<file path="config.mk">
export PLATFORM = sky130hd
export DESIGN_NAME = pusch_chain_sequencer
export DESIGN_NICKNAME = d
export VERILOG_FILES = /design/src/rtl/pusch_seq_pkg.sv /design/src/rtl/pusch_seq_watchdog.sv /design/src/rtl/pusch_chain_sequencer.sv
export SDC_FILE = /design/constraint.sdc
export NUM_CORES = 1
export LEC_CHECK = 0
export BUFFER_PORTS_ARGS = -buffer_cell sky130_fd_sc_hd__clkbuf_2
export CORE_MARGIN = 2
export CORE_UTILIZATION = 57
export DETAILED_ROUTE_END_ITERATION = 12
export GPL_TIMING_DRIVEN = 0
export PLACE_DENSITY = 0.86
export REMOVE_ABC_BUFFERS = 1
export SYNTH_ARGS = -nofsm -noshare
export SYNTH_HDL_FRONTEND = slang
export SYNTH_HIERARCHICAL = 1
export SYNTH_SLANG_ARGS = --single-unit
export TNS_END_PERCENT = 5
</file>
<file path="constraint.sdc">
create_clock -name clk -period 9.3 [get_ports clk]
set_input_delay 0.465 -clock clk [delete_from_list [all_inputs] [get_ports clk]]
set_output_delay 0.465 -clock clk [all_outputs]
set_load 0.05 [all_outputs]
</file>
<file path="src/rtl/pusch_seq_pkg.sv">
// Shared types and constants for the PUSCH transmit-chain sequencer.
package pusch_seq_pkg;

  // Sequencer controller states
  typedef enum logic [2:0] {
    ST_IDLE   = 3'd0,
    ST_LAUNCH = 3'd1,
    ST_WAIT   = 3'd2,
    ST_DONE   = 3'd3,
    ST_ERROR  = 3'd4
  } seq_state_t;

  // Stage order through the chain
  localparam logic [2:0] STG_CRC  = 3'd0;
  localparam logic [2:0] STG_HARQ = 3'd1;
  localparam logic [2:0] STG_SCR  = 3'd2;
  localparam logic [2:0] STG_MOD  = 3'd3;
  localparam logic [2:0] STG_REM  = 3'd4;
  localparam logic [2:0] STG_IFFT = 3'd5;

  // Reported error causes
  typedef enum logic [1:0] {
    ERR_NONE    = 2'd0,
    ERR_CFG     = 2'd1,
    ERR_TIMEOUT = 2'd2,
    ERR_UNEXP   = 2'd3
  } err_code_t;

  // Legal LDPC base graphs and modulation orders
  localparam logic [1:0] BG_1     = 2'd1;
  localparam logic [1:0] BG_2     = 2'd2;
  localparam logic [2:0] QM_BPSK  = 3'd1;
  localparam logic [2:0] QM_QPSK  = 3'd2;
  localparam logic [2:0] QM_16QAM = 3'd4;
  localparam logic [2:0] QM_64QAM = 3'd6;

  // True when a transport-block configuration can be processed
  function automatic logic cfg_valid(input logic [1:0]  bg,
                                     input logic [2:0]  qm,
                                     input logic [3:0]  sym_start,
                                     input logic [3:0]  sym_end,
                                     input logic [16:0] coded_bits);
    logic bg_ok;
    logic qm_ok;
    bg_ok = (bg == BG_1) || (bg == BG_2);
    qm_ok = (qm == QM_BPSK) || (qm == QM_QPSK) || (qm == QM_16QAM) || (qm == QM_64QAM);
    return bg_ok && qm_ok && (sym_start <= sym_end) && (coded_bits != 17'd0);
  endfunction

endpackage

</file>
<file path="src/rtl/pusch_seq_watchdog.sv">
// Per-stage watchdog: loadable down-counter; a zero load disables it.
module pusch_seq_watchdog import pusch_seq_pkg::*; #(
  parameter int TO_W = 20
) (
  input  logic            clk,
  input  logic            reset,
  input  logic            load,
  input  logic [TO_W-1:0] limit,
  input  logic            dec,
  output logic            expire
);

  logic [TO_W-1:0] count_reg;

  // Load at stage launch, count down while the stage is outstanding
  always_ff @(posedge clk or negedge reset) begin
    if (!reset) begin
      count_reg <= '0;
    end else if (load) begin
      count_reg <= limit;
    end else if (dec && (count_reg != '0)) begin
      count_reg <= count_reg - 1'b1;
    end
  end

  // A counter parked at zero never reaches one, so it stays silent
  assign expire = (count_reg == TO_W'(1));

endmodule

</file>
<file path="src/rtl/pusch_chain_sequencer.sv">
// PUSCH transmit-chain sequencer: validates config, launches each stage in
// turn, waits for its done under a watchdog and reports the chain result.
module pusch_chain_sequencer import pusch_seq_pkg::*; #(
  parameter int N_STG = 6,
  parameter int TO_W  = 20,
  parameter int CYC_W = 24
) (
  input  logic             clk,
  input  logic             reset,
  input  logic             start,
  input  logic             abort,
  input  logic             err_clr,
  input  logic [TO_W-1:0]  timeout_limit,
  input  logic [1:0]       base_graph,
  input  logic [1:0]       rv_number,
  input  logic [3:0]       process_number,
  input  logic [16:0]      available_coded_bits,
  input  logic [2:0]       modulation_order,
  input  logic [3:0]       Sym_Start_REM,
  input  logic [3:0]       Sym_End_REM,
  output logic [1:0]       cfg_base_graph,
  output logic [1:0]       cfg_rv_number,
  output logic [3:0]       cfg_process_number,
  output logic [16:0]      cfg_available_coded_bits,
  output logic [2:0]       cfg_modulation_order,
  output logic [3:0]       cfg_Sym_Start_REM,
  output logic [3:0]       cfg_Sym_End_REM,
  output logic [N_STG-1:0] stage_start,
  input  logic [N_STG-1:0] stage_done,
  output logic             busy,
  output logic             chain_done,
  output logic             error,
  output logic [1:0]       err_code,
  output logic [2:0]       err_stage,
  output logic [CYC_W-1:0] cycle_count
);

  seq_state_t       state_reg, state_next;
  logic [2:0]       index_reg, index_next;
  err_code_t        err_code_reg, err_code_next;
  logic [2:0]       err_stage_reg, err_stage_next;
  logic [CYC_W-1:0] cycle_count_reg;
  logic [N_STG-1:0] idx_onehot;
  logic             cfg_load, cnt_clr, wd_load, wd_dec, wd_expire;
  logic             done_hit, done_foreign;

  // One-hot decode of the current stage index
  for (genvar gi = 0; gi < N_STG; gi++) begin : g_onehot
    assign idx_onehot[gi] = (index_reg == 3'(gi));
  end

  assign done_hit     = |(stage_done & idx_onehot);
  assign done_foreign = |(stage_done & ~idx_onehot);

  pusch_seq_watchdog #(.TO_W(TO_W)) u_watchdog (
    .clk    (clk),
    .reset  (reset),
    .load   (wd_load),
    .limit  (timeout_limit),
    .dec    (wd_dec),
    .expire (wd_expire)
  );

  // State register
  always_ff @(posedge clk or negedge reset) begin
    if (!reset) state_reg <= ST_IDLE;
    else        state_reg <= state_next;
  end

  // Next-state and control decode; abort overrides everything
  always_comb begin
    state_next     = state_reg;
    index_next     = index_reg;
    err_code_next  = err_code_reg;
    err_stage_next = err_stage_reg;
    cfg_load       = 1'b0;
    cnt_clr        = 1'b0;
    wd_load        = 1'b0;
    wd_dec         = 1'b0;
    if (abort) begin
      state_next     = ST_IDLE;
      err_code_next  = ERR_NONE;
      err_stage_next = '0;
    end else begin
      case (state_reg)
        ST_IDLE: begin
          if (start) begin
            if (cfg_valid(base_graph, modulation_order, Sym_Start_REM, Sym_End_REM,
                          available_coded_bits)) begin
              cfg_load   = 1'b1;
              cnt_clr    = 1'b1;
              index_next = STG_CRC;
              state_next = ST_LAUNCH;
            end else begin
              state_next     = ST_ERROR;
              err_code_next  = ERR_CFG;
              err_stage_next = '0;
            end
          end
        end
        ST_LAUNCH: begin
          wd_load    = 1'b1;
          state_next = ST_WAIT;
        end
        ST_WAIT: begin
          // Foreign done bits beat a correct done; a correct done beats expiry
          if (done_foreign) begin
            state_next     = ST_ERROR;
            err_code_next  = ERR_UNEXP;
            err_stage_next = index_reg;
          end else if (done_hit) begin
            if (index_reg == STG_IFFT) begin
              state_next = ST_DONE;
            end else begin
              index_next = index_reg + 3'd1;
              state_next = ST_LAUNCH;
            end
          end else if (wd_expire) begin
            state_next     = ST_ERROR;
            err_code_next  = ERR_TIMEOUT;
            err_stage_next = index_reg;
          end else begin
            wd_dec = 1'b1;
          end
        end
        ST_DONE: state_next = ST_IDLE;
        ST_ERROR: begin
          if (err_clr) begin
            state_next     = ST_IDLE;
            err_code_next  = ERR_NONE;
            err_stage_next = '0;
          end
        end
        default: state_next = ST_IDLE;
      endcase
    end
  end

  // Stage index, error report and saturating busy-cycle counter
  always_ff @(posedge clk or negedge reset) begin
    if (!reset) begin
      index_reg       <= '0;
      err_code_reg    <= ERR_NONE;
      err_stage_reg   <= '0;
      cycle_count_reg <= '0;
    end else begin
      index_reg     <= index_next;
      err_code_reg  <= err_code_next;
      err_stage_reg <= err_stage_next;
      if (cnt_clr)
        cycle_count_reg <= '0;
      else if (busy && (cycle_count_reg != '1))
        cycle_count_reg <= cycle_count_reg + 1'b1;
    end
  end

  // Configuration latched only on an accepted start
  always_ff @(posedge clk or negedge reset) begin
    if (!reset) begin
      cfg_base_graph           <= '0;
      cfg_rv_number            <= '0;
      cfg_process_number       <= '0;
      cfg_available_coded_bits <= '0;
      cfg_modulation_order     <= '0;
      cfg_Sym_Start_REM        <= '0;
      cfg_Sym_End_REM          <= '0;
    end else if (cfg_load) begin
      cfg_base_graph           <= base_graph;
      cfg_rv_number            <= rv_number;
      cfg_process_number       <= process_number;
      cfg_available_coded_bits <= available_coded_bits;
      cfg_modulation_order     <= modulation_order;
      cfg_Sym_Start_REM        <= Sym_Start_REM;
      cfg_Sym_End_REM          <= Sym_End_REM;
    end
  end

  assign busy        = (state_reg == ST_LAUNCH) || (state_reg == ST_WAIT);
  assign stage_start = (state_reg == ST_LAUNCH) ? idx_onehot : '0;
  assign chain_done  = (state_reg == ST_DONE);
  assign error       = (state_reg == ST_ERROR);
  assign err_code    = err_code_reg;
  assign err_stage   = err_stage_reg;
  assign cycle_count = cycle_count_reg;

endmodule

</file>
==> results of run 1 <==
[synth_stat cells (all sizes together) (4+ instances only)]
| cell type | count | area share, % |
|---|---|---|
| dfrtp | 91 | 44 |
| mux2 | 37 | 8.1 |
| nor2 | 35 | 2.5 |
| a21oi | 26 | 2.5 |
| nand2 | 25 | 1.9 |
| inv | 24 | 1.7 |
| or4 | 23 | 3.5 |
| o21ai | 18 | 1.7 |
| clkbuf | 17 | 1.4 |
| o31ai | 16 | 2.4 |
| or3 | 15 | 1.9 |
| a31oi | 14 | 1.7 |
| nand3 | 14 | 1.4 |
| nor3 | 14 | 1.4 |
| ha | 13 | 3.1 |
| nand4 | 13 | 1.6 |
| buf | 12 | 1.2 |
| nor4 | 9 | 1.5 |
| and4 | 7 | 1.2 |
| mux2i | 7 | 1.4 |
| nand2b | 7 | 0.85 |
| o41ai | 5 | 0.85 |
| or4b | 5 | 0.97 |
| and2 | 4 | 0.48 |
| and3 | 4 | 0.48 |
| nor3b | 4 | 0.58 |
[report_power, final]
part           internal, mW  total (mW)  switching, mW
sequential            0.532       0.668          0.136
combinational         0.214       0.754          0.541
clock                0.0979       0.244          0.146
[per-stage QoR]
step                utilization (%)  cell area, um2  hold slack [ps]
floorplan                         -            5030              169
finish                         69.6            6100              145
global route                   69.6            6100              181
detailed placement             67.7            5930              494
global placement               67.0            5870              488
CTS                            69.6            6100              157
[area by class of cell]
type                       count  share of cell area (%)
clock buffer                   9                    2.03
clock inverter                 6                   0.800
inverter                      25                    1.54
multi-input combinational    373                    43.8
sequential                    91                    37.3
tap                          108                    2.21
timing repair buffer         142                    12.3
[layer usage]
| metal | vias up | GRT usage [%] | part of all wire (%) |
|---|---|---|---|
| met5 | - | 0 | 0 |
| met4 | 0 | 9.91 | 2.3 |
| met3 | 27 | 4.64 | 7.0 |
| met2 | 192 | 45.1 | 51 |
| met1 | 2289 | 33.9 | 39 |
| li1 | 2225 | - | - |
[path summary, 6_finish.rpt]
| check | to | cells past startpoint |
|---|---|---|
| worst max register to register | u_watchdog/count_reg[9] | 10 |
| min in group clk | u_watchdog/count_reg[1] | 3 |
| max in group asynchronous | u_watchdog/count_reg[2] | 2 |
| worst min-delay path | cycle_count[22] | 1 |
| worst min register to register | cfg_modulation_order[1] | 1 |
| worst max-delay path | u_watchdog/count_reg[9] | 10 |
[cell usage in the layout, fill, tap and decap left out, types with 15 or more instances in the layout]
master / n
clkbuf_2: 139
o31ai_1: 15
or4_1: 20
o21ai_0: 18
nand2_1: 24
dfrtp_1: 91
inv_1: 24
nor2_1: 34
a21oi_1: 26
mux2_2: 37
[kinds of logic (layout without fill, tap and decap cells)]
family	after synthesis	count (layout)	share of synthesized area, %
XOR/XNOR	6	6	1.02
AND/OR/NAND/NOR	196	196	22.7
multiplexers	44	44	9.41
adder cells (fa/ha/maj)	13	13	3.14
AO/OA/AOI/OAI	114	114	15.2
buffers and inverters	55	182	4.57
flip-flops	91	91	44.0
==> summary.txt, run 1 <==
Route
  • 1st-pass router iterations: 5
  • Residual DRC count: 0
  • Routed Antenna Nets: 0
  • Routed vias/inst: 6.28
  • Drt first-iter violations: roughly 170
  • Routed via count: 4733
  • Drt wl/cell: between 15 and 20 um
  • Detailed Route WL: 12800 um

Timing
  • Setup TNS: 0 ps
  • Fmax: 0.213 GHz
  • Final Critical Period: 4690 ps
  • Final period utilization: 50.4%
  • RSZ-0062 raised after global routing: no
  • Hold Vio Cnt, Final: 0
  • Slew HR: roughly an eighth
  • Clock skew: between 10 and 15 ps
  • # setup viols final: 0
  • Final WS setup: between 4000 and 5000 ps
  • Slew @ Worst Pin: about 1300 ps
  • Final Max Slew Viols: 0

Die
  • Area of the core: just under 9000 um2
  • Die Footprint: 9860 um2
  • Chip height: a little under 100 um
  • Starting Density: 59.1%
  • IO Count: between 100 and 150
  • Die width: 99.3 um
  • FP Rows: 34

Final layout
  • Ant diodes: 0
  • Area Overhead vs Synth: 17.9%
  • Sequential Area: about 2300 um2
  • Fillers: about 670
  • Area of the multi-input gates: 2670 um2
  • Non-filler cells in the finished layout: 754
  • Layout cell share with drive strength beyond 1: approximately 33%
  • Nets: slightly above 700
  • Largest register FFs: 24

Worst setup path
  • CP required: 9570 ps
  • Cells along the critical path: inv_1, ha_1, inv_1, a222oi_1, nand3_1, nor3b_1, or4b_1, nor4_1, o2111ai_1, a31oi_1
  • CP startpoint kind: flip-flop
  • CP peak stage delay: between 1000 and 1500 ps
  • Flop-to-flop setup slack: 4610 ps
  • CP max-delay cell: nor4_1
  • Crit Path Category: reg -> reg
  • Critical path's most frequent cell: inv_1
  • Top Family by Delay on Critical Path: simple AND/OR/NAND/NOR gates
  • Worst flop-to-flop path startpoint: index_reg[2]
  • CP endpoint kind: flip-flop
  • CP arrival: 4950 ps
  • Critical path origin: index_reg[2]
  • Bufs and invs on worst path: 2
  • Maximum net fanout on the critical path: 15

Global route
  • Total gr overflow: 0
  • Initial antenna violation count: 0
  • Largest net degree at the start of global routing: 47
  • Vias in the first global route: about 4.5k
  • GR Util All Layers: a little over a quarter
  • First-pass GRT wire length: approximately 21000 um

Job
  • MaxCap Viol Count: 0

Yosys
  • Synth Register Bits: 91
  • Mapped Area: 5170 um2
  • Share of flip-flops with an asynchronous set or reset: between 90% and 100%
  • Syn_area_per_cell: between 9 and 10 um2
  • Synth Flop Type: dfrtp_1
  • Yosys Warn Count: 6
  • Yosys cell types: 71
  • Post-synth EDFFs: 0
  • Mapped Cells: about 520
  • Sequential fraction of the synthesis area: between 40 and 50%

Power and ir drop
  • Pwr Total: 1.67 mW
  • Maximum vdd drop: roughly 0.16 mV
  • Pwr/cell area: 273 nW/um2
  • P_leak: around 2.7 nW

Placement
  • Dpl hpwl: ~9500 um
  • Port buffer count: 140
  • Inst Count DP: around 740
  • Pre-CTS setup slack: roughly 4800 ps
  • Gpl congestion: between 0.8 and 0.9

Clock network
  • Root buffer cell: clkbuf_8
  • Hold buffers post-CTS: 0
  • Clk sinks: between 90 and 100
  • Resized Gates After CTS: 0
  • CTS HTree Levels: 3
  • CTS tree: built
  • CTS buffer count: 9
  • Clock Pin Slew Worst Setup and Hold Paths: roughly 90 ps
  • CTS max path bufs: 2
  • Skew-Pair Late Insertion Delay: between 300 and 400 ps
  • Setup bufs post-CTS: 0

Status
  • Status: complete, no violations

Hold path
  • Class of the worst hold path: in -> async
(Power assumes the default switching activity.)
==> run 2: changes to the inputs <==
--- a/config.mk
+++ b/config.mk
@@ -7,10 +7,10 @@
 export LEC_CHECK = 0
 export BUFFER_PORTS_ARGS = -buffer_cell sky130_fd_sc_hd__clkbuf_2
 export CORE_MARGIN = 2
-export CORE_UTILIZATION = 57
+export CORE_UTILIZATION = 53
 export DETAILED_ROUTE_END_ITERATION = 12
 export GPL_TIMING_DRIVEN = 0
-export PLACE_DENSITY = 0.86
+export PLACE_DENSITY = 0.81
 export REMOVE_ABC_BUFFERS = 1
 export SYNTH_ARGS = -nofsm -noshare
 export SYNTH_HDL_FRONTEND = slang
==> constraint.sdc (replaced) <==
create_clock -name clk -period 4.6 [get_ports clk]
set_input_delay 0.23 -clock clk [delete_from_list [all_inputs] [get_ports clk]]
set_output_delay 0.23 -clock clk [all_outputs]
set_load 0.05 [all_outputs]
==> run 2 against run 1 <==
Net effect:
- setup slack got worse by 4200 ps
- non-clock buffer count increased by 1
- clock power increased by 140%
- first-iteration DRC count increased by 61%
- die area increased by 7.2%
- count of clock-buffer cells in the layout increased by 3
- wire length decreased by 0.12%
- sequential share of layout area decreased by 0.60 points
- largest cell class unchanged
- largest power group unchanged
- highest routed layer unchanged
==> summary.txt, run 2 (synthesis results as in run 1) <==
Worst setup path
  • Crit Path Category: reg -> reg
  • Reg2reg end: u_watchdog/count_reg[11]
  • CP required: about 5000 ps
  • Top Family by Delay on Critical Path: simple AND/OR/NAND/NOR gates
  • CP endpoint kind: flip-flop
  • CP arrival: approximately 4500 ps
  • Cell count of the worst reg-to-reg path: 10
  • Cells along the critical path: inv_1, ha_1, inv_1, a222oi_1, nand3_1, nor3b_2, or4b_1, or3_1, or4b_1, a31oi_1
  • Bufs and invs on worst path: 2
  • Worst flop-to-flop path startpoint: index_reg[2]
  • Flop-to-flop setup slack: between 400 and 500 ps
  • Maximum net fanout on the critical path: 15
  • CP max-delay cell: a222oi_1
  • CP startpoint kind: flip-flop
  • CP peak stage delay: approximately 650 ps

Final layout
  • Non-filler cells in the finished layout: between 700 and 800
  • Final core occ: approximately 64%
  • Leading cell type in the layout, fill and taps excluded: clkbuf_2
  • Nets: roughly 720
  • Largest register FFs: 24
  • Commonest cells after routing, fill and taps aside: clkbuf_2, dfrtp_1, mux2_2
  • Area Overhead vs Synth: 19.9%
  • Ant diodes: 0
  • Layout cell share with drive strength beyond 1: approximately 34%

Route
  • Routed vias/inst: 6.02
  • Detailed Route WL: ~13000 um
  • Routed via count: ~4.7k
  • Drt first-iter violations: between 200 and 300
  • Residual DRC count: 0
  • 1st-pass router iterations: 5
  • Drt wl/cell: about 16 um
  • Routed Antenna Nets: 0

Timing
  • RSZ-0062 raised after global routing: no
  • # setup viols final: 0
  • Fmax: 0.240 GHz
  • Clock skew: around 16 ps
  • Min Hold Slack: 84.9 ps
  • Hold Vio Cnt, Final: 0
  • Slew HR: roughly 17%
  • Final period utilization: 90.6%
  • Final Critical Period: roughly 4200 ps
  • Final Max Slew Viols: 0
  • Slew @ Worst Pin: 1240 ps

Die
  • IO Count: 141
  • Starting Density: approximately 54%
  • Die width: between 100 and 150 um
  • Area of the core: between 9000 and 10000 um2
  • Die Footprint: ~11000 um2
  • Chip height: between 100 and 150 um
  • FP Rows: 36

Global route
  • Largest net degree at the start of global routing: 60
  • GR Util All Layers: between 20% and 30%
  • First-pass GRT wire length: ~20000 um
  • Vias in the first global route: roughly 4.2k
  • Initial antenna violation count: 0
  • Total gr overflow: 0

Hold path
  • Class of the worst hold path: in -> reg
  • Hold Path End: u_watchdog/count_reg[18]
  • Hold Path Origin: timeout_limit[18]
  • Worst hold path stage count: 3

Clock network
  • Clock Pin Slew Worst Setup and Hold Paths: 100 ps
  • Root buffer cell: clkbuf_8
  • CTS buffer count: 9
  • CTS HTree Levels: 3
  • Clk sinks: 91
  • CTS tree: built
  • Skew-Pair Late Insertion Delay: 360 ps
  • CTS max path bufs: 2

Placement
  • Port buffer count: 140
  • Dpl hpwl: ~9300 um
  • Gpl congestion: between 0.9 and 1
  • Inst Count DP: 764

Power and ir drop
  • P_leak: ~2.8 nW
  • Maximum vdd drop: approximately 0.26 mV
  • Pwr/cell area: around 560 nW/um2

Job
  • MaxCap Viol Count: 0

Status
  • Status: complete, no violations
run 2: cell type report:
| cell class | instances | area, um2 |
|---|---|---|
| Fill cell | 842 | 3440 |
| Multi-Input combinational cell | 373 | 2690 |
| Sequential cell | 91 | 2280 |
| Timing Repair Buffer | 143 | 761 |
| Tap cell | 133 | 166 |
| Clock buffer | 12 | 155 |
| Inverter | 25 | 93.8 |
| Clock inverter | 4 | 56.3 |
run 2: repair_timing:
| action | CTS | global route |
|---|---|---|
| endpoints found under the hold margin | 32 | 0 |
| gates cloned | 0 | 0 |
| hold buffers | 1 | 0 |
| endpoints found under the setup margin | 1 | 6 |
| buffers inserted | 0 | 0 |
| gates resized for setup | 1 | 2 |
run 2: worst min-delay path: cells and delay by family:
kind	cells	cell delay [ps]
and+or+nand+nor	2	90
buffers and inverters	1	80
run 2: power breakdown:
part | internal, mW | total (mW) | switching, mW | leakage (nW)
Combinational | 0.432 | 1.52 | 1.09 | 1.52
Clock | 0.285 | 0.575 | 0.290 | 0.107
Sequential | 1.08 | 1.36 | 0.282 | 1.13
Total | 1.79 | 3.46 | 1.66 | 2.75
run 2: how the worst max path moves through the flow:
| stage | startpoint | to | cells past startpoint |
|---|---|---|---|
| after global placement | index_reg[2] | u_watchdog/count_reg[9] | 10 |
| after CTS | index_reg[2] | u_watchdog/count_reg[13] | 10 |
| after detailed placement | index_reg[2] | u_watchdog/count_reg[9] | 10 |
| after floorplan | index_reg[2] | u_watchdog/count_reg[13] | 10 |
| final | index_reg[2] | u_watchdog/count_reg[11] | 10 |
| after global routing | index_reg[2] | u_watchdog/count_reg[13] | 10 |
run 2: stage by stage:
stage	setup TNS, ps	setup slack [ps]	area [um2]	total power [mW]
floorplan	0	961	5030	2.46
global placement	0	173	5900	2.82
detailed placement	-36.6	-36.6	5960	2.89
CTS	0	281	6190	3.47
global route	0	162	6200	3.65
finish	0	432	6200	3.46
run 2: per-layer routing:
layer / track usage, % / share of wire (%)
met4: 7.69 / 1.5
met2: 41.2 / 51
met3: 4.41 / 5.8
met1: 29.7 / 41
met5: 0 / 0
==> run 3: changes to the inputs <==
--- a/config.mk
+++ b/config.mk
@@ -10,7 +10,7 @@
 export CORE_UTILIZATION = 53
 export DETAILED_ROUTE_END_ITERATION = 12
 export GPL_TIMING_DRIVEN = 0
-export PLACE_DENSITY = 0.81
+export PLACE_DENSITY = 0.82
 export REMOVE_ABC_BUFFERS = 1
 export SYNTH_ARGS = -nofsm -noshare
 export SYNTH_HDL_FRONTEND = slang
==> run 3 against run 2 <==
Net effect:
- core utilization shrank 0.21 points
- die area is the same
- register-to-register slack is essentially flat
- clock power shrank 3%
- critical path type unchanged
- largest power group unchanged
- setup slack gained 15 ps
==> summary.txt, run 3 (synthesis results as in run 1) <==
Status
  • Status: complete, no violations

Timing
  • # setup viols final: 0
  • Fmax: ~0.24 GHz
  • Final period utilization: between 90% and 100%
  • Slew HR: 20.4%
  • Final Max Slew Viols: 0
  • Slew @ Worst Pin: ~1200 ps
  • Clock skew: between 10 and 15 ps
  • RSZ-0062 raised after global routing: no
  • Hold Vio Cnt, Final: 0
  • Final Critical Period: 4150 ps

Worst setup path
  • Crit Path Category: reg -> reg
  • CP max-delay cell: a222oi_1
  • CP arrival: approximately 4400 ps
  • Top Family by Delay on Critical Path: simple AND/OR/NAND/NOR gates
  • CP required: ~4900 ps
  • Maximum net fanout on the critical path: 15
  • Worst flop-to-flop path startpoint: index_reg[2]
  • Cell count of the worst reg-to-reg path: 10
  • Bufs and invs on worst path: 2
  • CP peak stage delay: between 600 and 700 ps
  • Cells along the critical path: inv_1, ha_1, inv_1, a222oi_1, nand3_1, nor3b_2, or4b_1, or3_1, or4_1, a31oi_1
  • Critical path origin: index_reg[2]
  • Reg2reg end: u_watchdog/count_reg[13]
  • WP depth: 10
  • Flop-to-flop setup slack: roughly 450 ps
  • CP startpoint kind: flip-flop
  • Critical path's most frequent cell: inv_1
  • CP endpoint kind: flip-flop

Clock network
  • Root buffer cell: clkbuf_8
  • Skew-Pair Late Insertion Delay: about 350 ps
  • CTS buffer count: 9
  • CTS max path bufs: 2
  • CTS tree: built
  • Clock Pin Slew Worst Setup and Hold Paths: approximately 90 ps
  • CTS HTree Levels: 3
  • Clk sinks: 91

Final layout
  • Non-filler cells in the finished layout: 781
  • Area Overhead vs Synth: 19.5%
  • Sequential Area: 2280 um2
  • Layout cell share with drive strength beyond 1: 33.6%
  • Final core occ: between 60 and 70%
  • Fillers: roughly 820
  • Area of the multi-input gates: roughly 2700 um2
  • Ant diodes: 0
  • Commonest cells after routing, fill and taps aside: clkbuf_2, dfrtp_1, mux2_2
  • Leading cell type in the layout, fill and taps excluded: clkbuf_2
  • Nets: roughly 720
  • Largest register FFs: 24
  • Design Area, Final: 6180 um2

Power and ir drop
  • Maximum vdd drop: 0.275 mV
  • P_leak: between 2 and 3 nW
  • Switch share: between 40% and 50%
  • Switching power: 1.67 mW
  • Reg power frac: 39.5%
  • Clk network pwr share: between 10% and 20%
  • Internal power: ~1.8 mW
  • Comb power frac: between 40% and 50%
  • Pwr/cell area: about 560 nW/um2

Route
  • 1st-pass router iterations: 5
  • Routed via count: 4762
  • Routed vias/inst: between 6 and 7
  • Drt first-iter violations: between 150 and 200
  • Residual DRC count: 0
  • Drt wl/cell: ~17 um
  • Detailed Route WL: around 13000 um
  • Routed Antenna Nets: 0

Die
  • IO Count: 141
  • Chip height: around 100 um
  • Starting Density: roughly 54%
  • Die width: between 100 and 150 um
  • FP Rows: 36
  • Die Footprint: approximately 11000 um2
  • Area of the core: roughly 9600 um2

Placement
  • Dpl hpwl: roughly 9500 um
  • Inst Count DP: between 700 and 800
  • Placed inst area: 5960 um2
  • Port buffer count: 140
  • Gpl congestion: roughly 0.9

Global route
  • Total gr overflow: 0
  • Vias in the first global route: about 4.5k
  • Largest net degree at the start of global routing: 47
  • First-pass GRT wire length: approximately 21000 um
  • GR Util All Layers: 24.4%
  • Initial antenna violation count: 0

Job
  • MaxCap Viol Count: 0

Hold path
  • Class of the worst hold path: in -> reg
  • Hold Path Origin: timeout_limit[1]
  • Worst hold path stage count: 3
  • Hold Path End: u_watchdog/count_reg[1]
-- run 3: power groups by stage --
stage | logic, mW | clock network [mW] | registers, mW
after floorplan | 0.440 | 0 | 2.02
after global placement | 1.49 | 0 | 1.33
after detailed placement | 1.53 | 0 | 1.36
after CTS | 1.54 | 0.565 | 1.35
after global routing | 1.63 | 0.596 | 1.40
final | 1.53 | 0.555 | 1.36
-- run 3: through the flow --
| step | power (mW) | setup TNS [ps] | hold slack, ps | worst slack, ps |
|---|---|---|---|---|
| after floorplan | 2.46 | 0 | -65.6 | 961 |
| after global placement | 2.83 | 0 | 447 | 167 |
| after detailed placement | 2.89 | -30.3 | 320 | -30.3 |
| after CTS | 3.45 | 0 | 67.1 | 277 |
| after global routing | 3.62 | 0 | 89.0 | 169 |
| final | 3.44 | 0 | 77.9 | 447 |
-- run 3: per-layer routing --
layer	up-vias	global-route usage (%)	routed length (um)	share of wire (%)
met2	195	41.7	6590	51
met1	2330	31.7	5340	41
li1	2219	-	-	-
met5	-	0	0	0
met3	18	4.68	877	6.8
met4	0	7.09	149	1.2
-- run 3: worst max path at each step --
| stage | endpoint |
|---|---|
| after floorplan | u_watchdog/count_reg[13] |
| after global placement | u_watchdog/count_reg[9] |
| after detailed placement | u_watchdog/count_reg[9] |
| after CTS | u_watchdog/count_reg[13] |
| after global routing | u_watchdog/count_reg[13] |
| final | u_watchdog/count_reg[13] |
-- run 3: layout make-up --
type | instances | share of cell area (%)
multi-input combinational | 373 | 43.4
tap | 133 | 2.69
clock inverter | 6 | 1.17
inverter | 25 | 1.52
timing repair buffer | 143 | 12.3
sequential | 91 | 36.8
clock buffer | 10 | 2.06
-- run 3: repair_timing --
item                                    in CTS  in global routing
pin swaps                                    0                  0
hold endpoints to repair                    45                  0
endpoints found under the setup margin       1                  3
resized for setup                            1                  1
setup buffers                                0                  0
hold buffers                                 1                  0
-- run 3: worst reg2reg max path, cell delays in order (launching register included) --
cell and delay, ps:
dfrtp_1 550, inv_1 140, ha_1 180, inv_1 60, a222oi_1 650, nand3_1 270, nor3b_2 420, or4b_1 620
or3_1 460, or4_1 530, a31oi_1 170
